--- config.mk ---
export PLATFORM = sky130hd
export DESIGN_NAME = countdown_timer
export DESIGN_NICKNAME = d
export VERILOG_FILES = /design/src/rtl/countdown_pkg.sv /design/src/rtl/btn_edge.sv /design/src/rtl/countdown_timer.sv
export SDC_FILE = /design/constraint.sdc
export NUM_CORES = 1
export LEC_CHECK = 0
export ABC_CLOCK_PERIOD_IN_PS = 5140
export BUFFER_PORTS_ARGS = -buffer_cell sky130_fd_sc_hd__buf_2
export CAP_MARGIN = 25
export CORE_ASPECT_RATIO = 0.9
export CORE_MARGIN = 2
export CORE_UTILIZATION = 40
export CTS_CLUSTER_DIAMETER = 200
export DETAILED_ROUTE_END_ITERATION = 8
export PLACE_DENSITY_LB_ADDON = 0.08
export SYNTH_ARGS = -nofsm -noshare
export SYNTH_HDL_FRONTEND = slang
export SYNTH_HIERARCHICAL = 1
export SYNTH_SLANG_ARGS = --single-unit
--- constraint.sdc ---
create_clock -name clk -period 5.14 [get_ports clk]
set_clock_uncertainty 0.2 [all_clocks]
set_input_delay 0.771 -clock clk [delete_from_list [all_inputs] [get_ports clk]]
set_output_delay 0.771 -clock clk [all_outputs]
set_load 0.01 [all_outputs]
--- src/rtl/countdown_pkg.sv ---
// Shared types and helpers for the BCD hh:mm:ss countdown timer.
//   - state_e      : top-level operating mode
//   - Dig*         : digit indices within the 24-bit BCD word (0 = sec_1 ... 5 = hr_10)
//   - digit_max()  : largest legal value of a digit, given the current hr_10 and hour range
package countdown_pkg;

  typedef enum logic [1:0] {
    StSet   = 2'd0,
    StRun   = 2'd1,
    StPause = 2'd2,
    StAlarm = 2'd3
  } state_e;

  localparam int unsigned NumDigits = 6;
  localparam int unsigned DigSec1   = 0;
  localparam int unsigned DigSec10  = 1;
  localparam int unsigned DigMin1   = 2;
  localparam int unsigned DigMin10  = 3;
  localparam int unsigned DigHr1    = 4;
  localparam int unsigned DigHr10   = 5;

  // hr_1 is limited only when hr_10 sits at its own maximum (e.g. 2x for a 23-hour range).
  function automatic logic [3:0] digit_max(input int unsigned idx, input logic [3:0] hr10,
                                           input int unsigned hours_max);
    logic [3:0] hr10_max;
    logic [3:0] result;
    hr10_max = 4'(hours_max / 10);
    case (idx)
      DigSec10, DigMin10: result = 4'd5;
      DigHr10:            result = hr10_max;
      DigHr1:             result = (hr10 == hr10_max) ? 4'(hours_max % 10) : 4'd9;
      default:            result = 4'd9;
    endcase
    return result;
  endfunction

endpackage

--- src/rtl/btn_edge.sv ---
// Rising-edge detector for a bundle of already-debounced button levels.
//   clk, reset : clock and asynchronous active-high reset
//   level      : current button levels
//   rise       : one-cycle pulse where level is high and was low on the previous cycle
module btn_edge #(
  parameter int unsigned WIDTH = 1
) (
  input  logic             clk,
  input  logic             reset,
  input  logic [WIDTH-1:0] level,
  output logic [WIDTH-1:0] rise
);

  logic [WIDTH-1:0] level_q;

  always_ff @(posedge clk or posedge reset) begin
    if (reset) begin
      level_q <= '0;
    end else begin
      level_q <= level;
    end
  end

  assign rise = level & ~level_q;

endmodule

--- src/rtl/countdown_timer.sv ---
// BCD hh:mm:ss countdown timer with cursor digit editing, preset load, pause/resume and a
// timed expiry alarm.
//   clk, reset                      : clock, asynchronous active-high reset
//   up/down/left/right/start/load   : debounced button levels (edge-detected here)
//   preset_bcd                      : {hr_10,hr_1,min_10,min_1,sec_10,sec_1} load source
//   time_bcd                        : remaining time, same packing
//   cursor                          : selected digit, 0 = sec_1 ... 5 = hr_10
//   running / paused / done         : high in RUN / PAUSE / ALARM
module countdown_timer
  import countdown_pkg::*;
#(
  parameter int unsigned CLK_HZ    = 50_000_000,
  parameter int unsigned HOURS_MAX = 23,
  parameter int unsigned ALARM_SEC = 5
) (
  input  logic        clk,
  input  logic        reset,
  input  logic        up,
  input  logic        down,
  input  logic        left,
  input  logic        right,
  input  logic        start,
  input  logic        load,
  input  logic [23:0] preset_bcd,
  output logic [23:0] time_bcd,
  output logic [2:0]  cursor,
  output logic        running,
  output logic        paused,
  output logic        done
);

  localparam int unsigned PrescW      = $clog2(CLK_HZ);
  localparam logic [PrescW-1:0] PrescLast = PrescW'(CLK_HZ - 1);
  localparam int unsigned AlarmCycles = ALARM_SEC * CLK_HZ;
  localparam int unsigned AlarmW      = $clog2(AlarmCycles);
  localparam logic [AlarmW-1:0] AlarmLast = AlarmW'(AlarmCycles - 1);

  state_e             state_q, state_d;
  logic [23:0]        time_q, time_d;
  logic [23:0]        saved_q, saved_d;
  logic [2:0]         cursor_q, cursor_d;
  logic [PrescW-1:0]  presc_q, presc_d;
  logic [AlarmW-1:0]  alarm_q, alarm_d;

  logic [5:0] rise;
  logic       rise_start, rise_load, rise_left, rise_right, rise_up, rise_down;

  btn_edge #(
    .WIDTH(6)
  ) u_btn_edge (
    .clk  (clk),
    .reset(reset),
    .level({start, load, left, right, up, down}),
    .rise (rise)
  );

  assign rise_start = rise[5];
  assign rise_load  = rise[4];
  assign rise_left  = rise[3];
  assign rise_right = rise[2];
  assign rise_up    = rise[1];
  assign rise_down  = rise[0];

  // Cursor digit edit: +1/-1 with wrap, then re-clamp hr_1 in case hr_10 moved.
  logic [3:0]  cur_dig, cur_max, edit_val, hr1_max;
  logic [23:0] edit_time;

  always_comb begin
    cur_dig = 4'd0;
    for (int i = 0; i < NumDigits; i++) begin
      if (cursor_q == 3'(i)) cur_dig = time_q[4*i +: 4];
    end
    cur_max = digit_max(32'(cursor_q), time_q[23:20], HOURS_MAX);
    if (rise_up) begin
      edit_val = (cur_dig >= cur_max) ? 4'd0 : cur_dig + 4'd1;
    end else begin
      edit_val = (cur_dig == 4'd0 || cur_dig > cur_max) ? cur_max : cur_dig - 4'd1;
    end
    edit_time = time_q;
    for (int i = 0; i < NumDigits; i++) begin
      if (cursor_q == 3'(i)) edit_time[4*i +: 4] = edit_val;
    end
    hr1_max = digit_max(DigHr1, edit_time[23:20], HOURS_MAX);
    if (edit_time[19:16] > hr1_max) edit_time[19:16] = hr1_max;
  end

  // Preset load: clamp hr_10 first so the hr_1 limit is taken against the clamped value.
  logic [3:0]  load_hr10_max, load_hr10, load_lim;
  logic [23:0] load_time;

  always_comb begin
    load_hr10_max = digit_max(DigHr10, 4'd0, HOURS_MAX);
    load_hr10 = (preset_bcd[23:20] > load_hr10_max) ? load_hr10_max : preset_bcd[23:20];
    load_lim  = 4'd0;
    load_time = '0;
    for (int i = 0; i < NumDigits; i++) begin
      load_lim = digit_max(i, load_hr10, HOURS_MAX);
      load_time[4*i +: 4] = (preset_bcd[4*i +: 4] > load_lim) ? load_lim : preset_bcd[4*i +: 4];
    end
  end

  // One-second BCD borrow chain; borrowing digits reload to 9 (units) or 5 (tens).
  logic [23:0] dec_time;
  logic        dec_borrow;

  always_comb begin
    dec_time   = time_q;
    dec_borrow = 1'b1;
    for (int i = 0; i < NumDigits; i++) begin
      if (dec_borrow) begin
        if (dec_time[4*i +: 4] == 4'd0) begin
          dec_time[4*i +: 4] = (i % 2 == 1) ? 4'd5 : 4'd9;
        end else begin
          dec_time[4*i +: 4] = dec_time[4*i +: 4] - 4'd1;
          dec_borrow         = 1'b0;
        end
      end
    end
  end

  always_comb begin
    state_d  = state_q;
    time_d   = time_q;
    saved_d  = saved_q;
    cursor_d = cursor_q;
    presc_d  = presc_q;
    alarm_d  = alarm_q;
    unique case (state_q)
      StSet: begin
        if (rise_start) begin
          if (time_q != 24'd0) begin
            saved_d = time_q;
            presc_d = '0;
            state_d = StRun;
          end
        end else if (rise_load) begin
          time_d = load_time;
        end else if (rise_left) begin
          cursor_d = (cursor_q == 3'd5) ? 3'd0 : cursor_q + 3'd1;
        end else if (rise_right) begin
          cursor_d = (cursor_q == 3'd0) ? 3'd5 : cursor_q - 3'd1;
        end else if (rise_up || rise_down) begin
          time_d = edit_time;
        end
      end
      StRun: begin
        if (rise_start) begin
          state_d = StPause;
        end else if (presc_q == PrescLast) begin
          presc_d = '0;
          if (time_q != 24'd0) begin
            time_d = dec_time;
            if (dec_time == 24'd0) begin
              state_d = StAlarm;
              alarm_d = '0;
            end
          end
        end else begin
          presc_d = presc_q + PrescW'(1);
        end
      end
      StPause: begin
        // A load rise outranks left/right, so it masks them even though load does nothing here.
        if (rise_start) begin
          state_d = StRun;
        end else if (!rise_load && (rise_left || rise_right)) begin
          state_d = StSet;
          presc_d = '0;
        end
      end
      StAlarm: begin
        if ((|rise) || alarm_q == AlarmLast) begin
          state_d  = StSet;
          time_d   = saved_q;
          cursor_d = 3'd0;
          presc_d  = '0;
          alarm_d  = '0;
        end else begin
          alarm_d = alarm_q + AlarmW'(1);
        end
      end
      default: state_d = StSet;
    endcase
  end

  always_ff @(posedge clk or posedge reset) begin
    if (reset) begin
      state_q  <= StSet;
      time_q   <= '0;
      saved_q  <= '0;
      cursor_q <= '0;
      presc_q  <= '0;
      alarm_q  <= '0;
    end else begin
      state_q  <= state_d;
      time_q   <= time_d;
      saved_q  <= saved_d;
      cursor_q <= cursor_d;
      presc_q  <= presc_d;
      alarm_q  <= alarm_d;
    end
  end

  assign time_bcd = time_q;
  assign cursor   = cursor_q;
  assign running  = (state_q == StRun);
  assign paused   = (state_q == StPause);
  assign done     = (state_q == StAlarm);

endmodule
* After elaboration in Yosys (flattened, before gate mapping)
Index checks and enable logic that the tools add are counted.
** Storage, ports and cells
- Flip-flop bits (word level) :: 113
- Output and inout port bits :: 30
- Word-level logic and storage cells :: 190
- Input port bits :: 32
** Cells by class
- Order comparisons :: 9
- Reduce and logical (&&, ||, !) cells :: 32
- Muxes and demuxes :: 88
- Bitwise logic cells :: 2
- Add/subtract/negate cells :: 12
- Equal/unequal tests :: 36
** Operators with widths (number)
- $mux 24 :: 9
- $mux 26 :: 7
- $mux 4 :: 36
- $mux 28 :: 5
- $pmux 26 s4 :: 1
- $pmux 24 s3 :: 1
- $pmux 28 s2 :: 1
- $reduce_and 10->1 :: 4
- $add 28x1->28 const B :: 1
- $eq 28x28->1 const B :: 1
- $logic_not 4->1 :: 7
- $sub 4x1->4 const B :: 7
- $add 26x1->26 const B :: 1
- $eq 26x26->1 const B :: 1
- $logic_not 24->1 :: 1
- $ne 3x3->1 const B :: 8
- $reduce_bool 24->1 :: 1
- $mux 3 :: 7
- $mux 2 :: 9
- $eq 4x2->1 const B :: 3
- $gt 4x4->1 :: 3
- $ne 2x2->1 const B :: 6
- $ne 3x1->1 const B :: 4
- $pmux 4 s3 :: 1
- other kinds (32) :: 54

* Longest topological paths before layout
- Word-level depth :: 22
- Mapped depth :: 25
- Gate-level depth less buffers :: 22

* Modules after synthesis
The synthesis kept the hierarchy.
** By module, submodules not included
- countdown_timer :: instances 1, sequential area each 2677.6 µm², area each 7265.7 µm², cells an instance 877
- btn_edge :: instances 1, sequential area each 150.1 µm², area each 236.5 µm², cells an instance 13

* Least setup slack after synthesis
Ideal clock, no wire load.
- Path kind :: reg-to-reg
- From :: register cursor_q[0] (netlist: cursor[0])
- To :: register time_q[17] (netlist: time_bcd[17])
- Slack :: -135 ps
- Buffers on the path :: 3
- Arrival :: 5006 ps
- Required time :: 4871 ps
- Setup time :: 69 ps
- Period minus slack after synthesis :: 5275 ps
- Cell stages (with the launch flop) :: 25
- Cell sequence :: dfrtp_1 buf_2 buf_1 and2_1 ha_1 clkbuf_1 nor2_1 a32o_1 o22a_1 inv_2 ha_1 nand4_1 nand2_1 or3_1 o211ai_1 a21oi_1 a21oi_2 o32a_1 nor2_1 ha_1 o31a_1 o32a_1 o41ai_2 or4_1 nand3_1
** Between the ends
- Cells in the longest elaborated chain, start to end :: 22
- Elaborated cells between the ends (all ways) :: 35
- Classes of those cells :: add/sub (2); order compare (3); eq/ne (6); mux (20); reduce/logical (4)
** Ends and longest elaborated chain
- start, declared :: line countdown_timer.sv:41 : logic [2:0] cursor_q, cursor_d;
- start signal, assigned :: line countdown_timer.sv:198 : cursor_q <= cursor_d;
- $logic_not 3->1 :: line countdown_timer.sv:71 : if (cursor_q == 3'(i)) cur_dig = time_q[4*i +: 4];
- $mux 4 (6 in a row) :: line countdown_timer.sv:71
- $gt 4x4->1 or $logic_not 4->1 (tied branches) :: line countdown_timer.sv:77 : edit_val = (cur_dig == 4'd0 || cur_dig > cur_max) ? cur_max : cur_dig - 4'd1;
- $logic_or 1x1->1 :: line countdown_timer.sv:77
- $mux 4 :: line countdown_timer.sv:77
- $mux 4 :: line countdown_timer.sv:74 : if (rise_up) begin
- $mux 4 :: line countdown_timer.sv:81 : if (cursor_q == 3'(i)) edit_time[4*i +: 4] = edit_val;
- $eq 4x2->1 :: line countdown_pkg.sv:31 : DigHr1: result = (hr10 == hr10_max) ? 4'(hours_max % 10) : 4'd9;
- $mux 4 :: line countdown_pkg.sv:31
- $gt 4x4->1 :: line countdown_timer.sv:84 : if (edit_time[19:16] > hr1_max) edit_time[19:16] = hr1_max;
- $mux 4 (*) :: line countdown_timer.sv:84
- $mux 24 (*) :: line countdown_timer.sv:142 : end else if (rise_up || rise_down) begin
- $mux 24 (*) :: line countdown_timer.sv:140 : end else if (rise_right) begin
- $mux 24 (*) :: line countdown_timer.sv:138 : end else if (rise_left) begin
- $mux 24 (*) :: line countdown_timer.sv:136 : end else if (rise_load) begin
- $mux 24 (*) :: line countdown_timer.sv:130 : if (rise_start) begin
- $pmux 24 s3 (*) :: line countdown_timer.sv:128 : unique case (state_q)
- end signal, assigned :: line countdown_timer.sv:196 : time_q <= time_d;
- end, declared :: line countdown_timer.sv:39 : logic [23:0] time_q, time_d;
Mark *: on every way between the ends. The rest lies on a longest branch, timed or not. The select of a mux whose other input is x is not followed.
A chain may end at the register's enable or synchronous reset.

* Worst setup path after layout
- From :: register cursor_q[1] (netlist: cursor[1])
- To :: register time_q[17] (netlist: time_bcd[17])
The elaborated chain is that of the path after synthesis.

==> summary.txt <==
Status: completed
Internal: 3060 uW
Warnings from Yosys: 6
Worst path depth: 21
Antenna cells: 0
CTS Root Cell: clkbuf_16
Min cycle time layout: 5.00 ns
Layout fillers: 1,774
Max-cap violations: 0
Die Y: 134 um
Share of cells above drive strength 1: 0.202
Non-Filler Instances: 1,215
CTS clk-pin slew, worst paths: 0.06 ns
CP Class: flip-flop to flip-flop
Total GRT Usage: 0.244
Synthesized area per cell: 8.43 um^2
Drt first-iter violations: 625
Worst path arrival time: 5.16 ns
H-tree depth: 4
Initial antenna violation count: 0
Fmax: 200 MHz
Vias per std cell: 5.85
Commonest register cell after synthesis: dfrtp_1
Initial Util: 0.408
DRT antenna net count: 0
Met2 GRT Util: 0.409
Via count: 7,105
Mapped Nets: 938
Count of cell types in the netlist: 72
CP top delay family: compound AO/OA/AOI/OAI gates
Worst r2r dst: time_bcd[17]
Gate Count Post-Synth: 890
Placed cells: 1,182
GR peak layer: met2
Die W: 148 um
Gr ovfl total: 0
Leading cell types in the layout, fill and taps excluded: 113 x dfrtp_1, 97 x nand2_1, 92 x nor2_1
Grt met3 use: 0.0432
Row cnt: 47
Sequential cell area fraction in the yosys report: 0.377
Worst-Margin Slew: 1.01 ns
Worst Setup SP: cursor[1]
Drt drc: 0
Maximum fanout along the worst path: 23
Crit end category: flip-flop
Proportion of power drawn by the clock network: 0.225
Clock Latency Late Sink: 0.42 ns
Net Sw Frac: 0.448
Crit start category: flip-flop
Placer Congestion: 0.902
PnR worst setup slack: 0.137 ns
Synth async-reset ratio: 1.00
Fin crit share: 0.973
Post-synth EDFFs: 0
Wire per inst: 19.5 um
Largest net degree at the start of global routing: 44
Design area: 8880 um^2
Most common cell after layout, fill and taps aside: dfrtp_1
Cells on worst reg2reg path: 21
Pins Over Slew Limit: 0
Critical Path End: time_bcd[17]
Final net count: 1,005
R2r setup slk: 0.14 ns
Area growth from synthesis to layout: 18.4%
Crit path required time: 5.29 ns
Clock Tree Buf Depth: 2
CTS Buf Count: 17
LEAKAGE: 0.00372 uW
Setup violators final: 0
Post-Place Setup Slack: 0.0412 ns
Flops & latches, synth: 113
Die area: 19,900 um^2
Cell Chain, Critical Path: buf_6 -> mux2_1 -> a32o_1 -> o22a_1 -> inv_2 -> ha_1 -> nand2b_1 -> a21oi_2 -> o21a_1 -> a31o_2 -> a32oi_4 -> o211ai_1 -> o32a_1 -> nor2_2 -> inv_1 -> ha_1 -> nand3_1 -> o32a_1 -> o41ai_2 -> or4_1 -> nand3_1
Comb power frac: 0.540
Worst vdd ir: 317 uV
IO buf count: 61
GR Util met1: 0.328
Cell area after placement: 8200 um^2
Max_slew headroom: 0.330
Register Area: 2830 um^2
NetSw: 2490 uW
Pre-Repair DR Iteration Count: 5
Hold Path Class: input port to async pin
Post-DP HPWL: 16.6 mm
Area of the core: 18,400 um^2
Vias in the first global route: 6,953
Reg2Reg Launch Point: cursor[1]
Setup TNS: 0 ns
WP buf/inv: 3
Post-synthesis cell area: 7500 um^2
Ports: 62
Pwr dens: 625 nW/um^2
Slowest CP cell: or4_1
Footprint of the multi-input gates: 4430 um^2
Final Hold Fails: 0
Flop pwr share: 0.235
First-pass GRT wire length: 38.3 mm
CTS tree: built
Total wire length: 23.7 mm
Sink Count: 113
Crit path largest cell delay: 0.52 ns
## area by class of cell
class | count | share of cell area
multi-input combinational | 702 | 0.499
sequential | 113 | 0.318
timing repair buffer | 97 | 0.0675
clock buffer | 20 | 0.0514
tap | 245 | 0.0345
clock inverter | 12 | 0.0177
inverter | 26 | 0.0113
## repair_timing
action	in CTS	in global routing
hold buffers	0	0
resized for setup	0	13
endpoints found under the setup margin	0	4
buffers inserted	0	1
## worst min-delay path by stage
| stage | startpoint | end | slack, ns | cells after the start |
|---|---|---|---|---|
| 5_1_grt | reset | u_btn_edge/level_q[1] | 0.10 | 2 |
| 6_report | reset | u_btn_edge/level_q[4] | 0.10 | 2 |
| 4_1_cts | reset | u_btn_edge/level_q[0] | 0.09 | 2 |
| 3_5_place_dp | presc_q[25] | presc_q[25] | 0.28 | 1 |
| 2_1_floorplan | presc_q[25] | presc_q[25] | 0.24 | 1 |
| 3_3_place_gp | presc_q[25] | presc_q[25] | 0.25 | 1 |
## cells by family after synthesis
family	synth area share
simple gates	0.258
compound gates	0.212
flops	0.377
buf+inv	0.0407
mux	0.0600
xor+xnor	0.0245
fa+ha+maj	0.0280
## power groups by stage
stage	registers, uW	logic [uW]	clock network (uW)
2_1_floorplan	1300	1870	0
3_3_place_gp	1310	2740	0
3_5_place_dp	1310	2790	0
4_1_cts	1300	2810	1260
5_1_grt	1320	3280	1300
6_report	1300	3000	1250
## flip-flops by register name, summed over array words and instances (netlist names)
name,flops
alarm_q,28
presc_q,26
saved_q,24
time_bcd,24
u_btn_edge/level_q,6
cursor,3
state_q,2
## through the flow
stage / util / hold WS [ns] / total power [uW]
after detailed placement: 0.445 / 0.278 / 4100
after CTS: 0.479 / 0.0877 / 5370
after global placement: 0.444 / 0.252 / 4040
after floorplan: - / 0.237 / 3170
after global routing: 0.483 / 0.101 / 5910
final: 0.483 / 0.100 / 5550
## layer usage
layer,vias to the layer above,part of all wire
met5,-,0
met4,0,0.016
met3,24,0.054
met2,227,0.48
met1,3466,0.45
li1,3388,-
## synth_stat cells (6+ instances only)
library cell / n / area (um^2)
nand2b_1: 14 / 87.6
and2_1: 8 / 50.1
o21ai_1: 38 / 190
and3_1: 21 / 131
buf_2: 10 / 50.1
nand3_1: 24 / 120
o21a_1: 8 / 60.1
nor2b_4: 6 / 82.6
inv_1: 24 / 90.1
ha_1: 16 / 200
or3_1: 9 / 56.3
nor2b_1: 10 / 62.6
o211ai_1: 11 / 82.6
o31ai_1: 17 / 128
xnor2_1: 19 / 166
mux2_2: 30 / 338
a31oi_1: 10 / 62.6
dfrtp_1: 113 / 2830
nor4_2: 10 / 125
o41ai_1: 6 / 52.6
nor2_1: 94 / 353
mux2i_1: 9 / 90.1
nand4_1: 9 / 56.3
nor3_1: 31 / 155
o21ai_0: 81 / 405
nor4b_1: 6 / 52.6
nand2_1: 97 / 364
a21oi_1: 36 / 180
clkbuf_1: 33 / 124
Note: power is estimated with default switching activity, not from simulation.
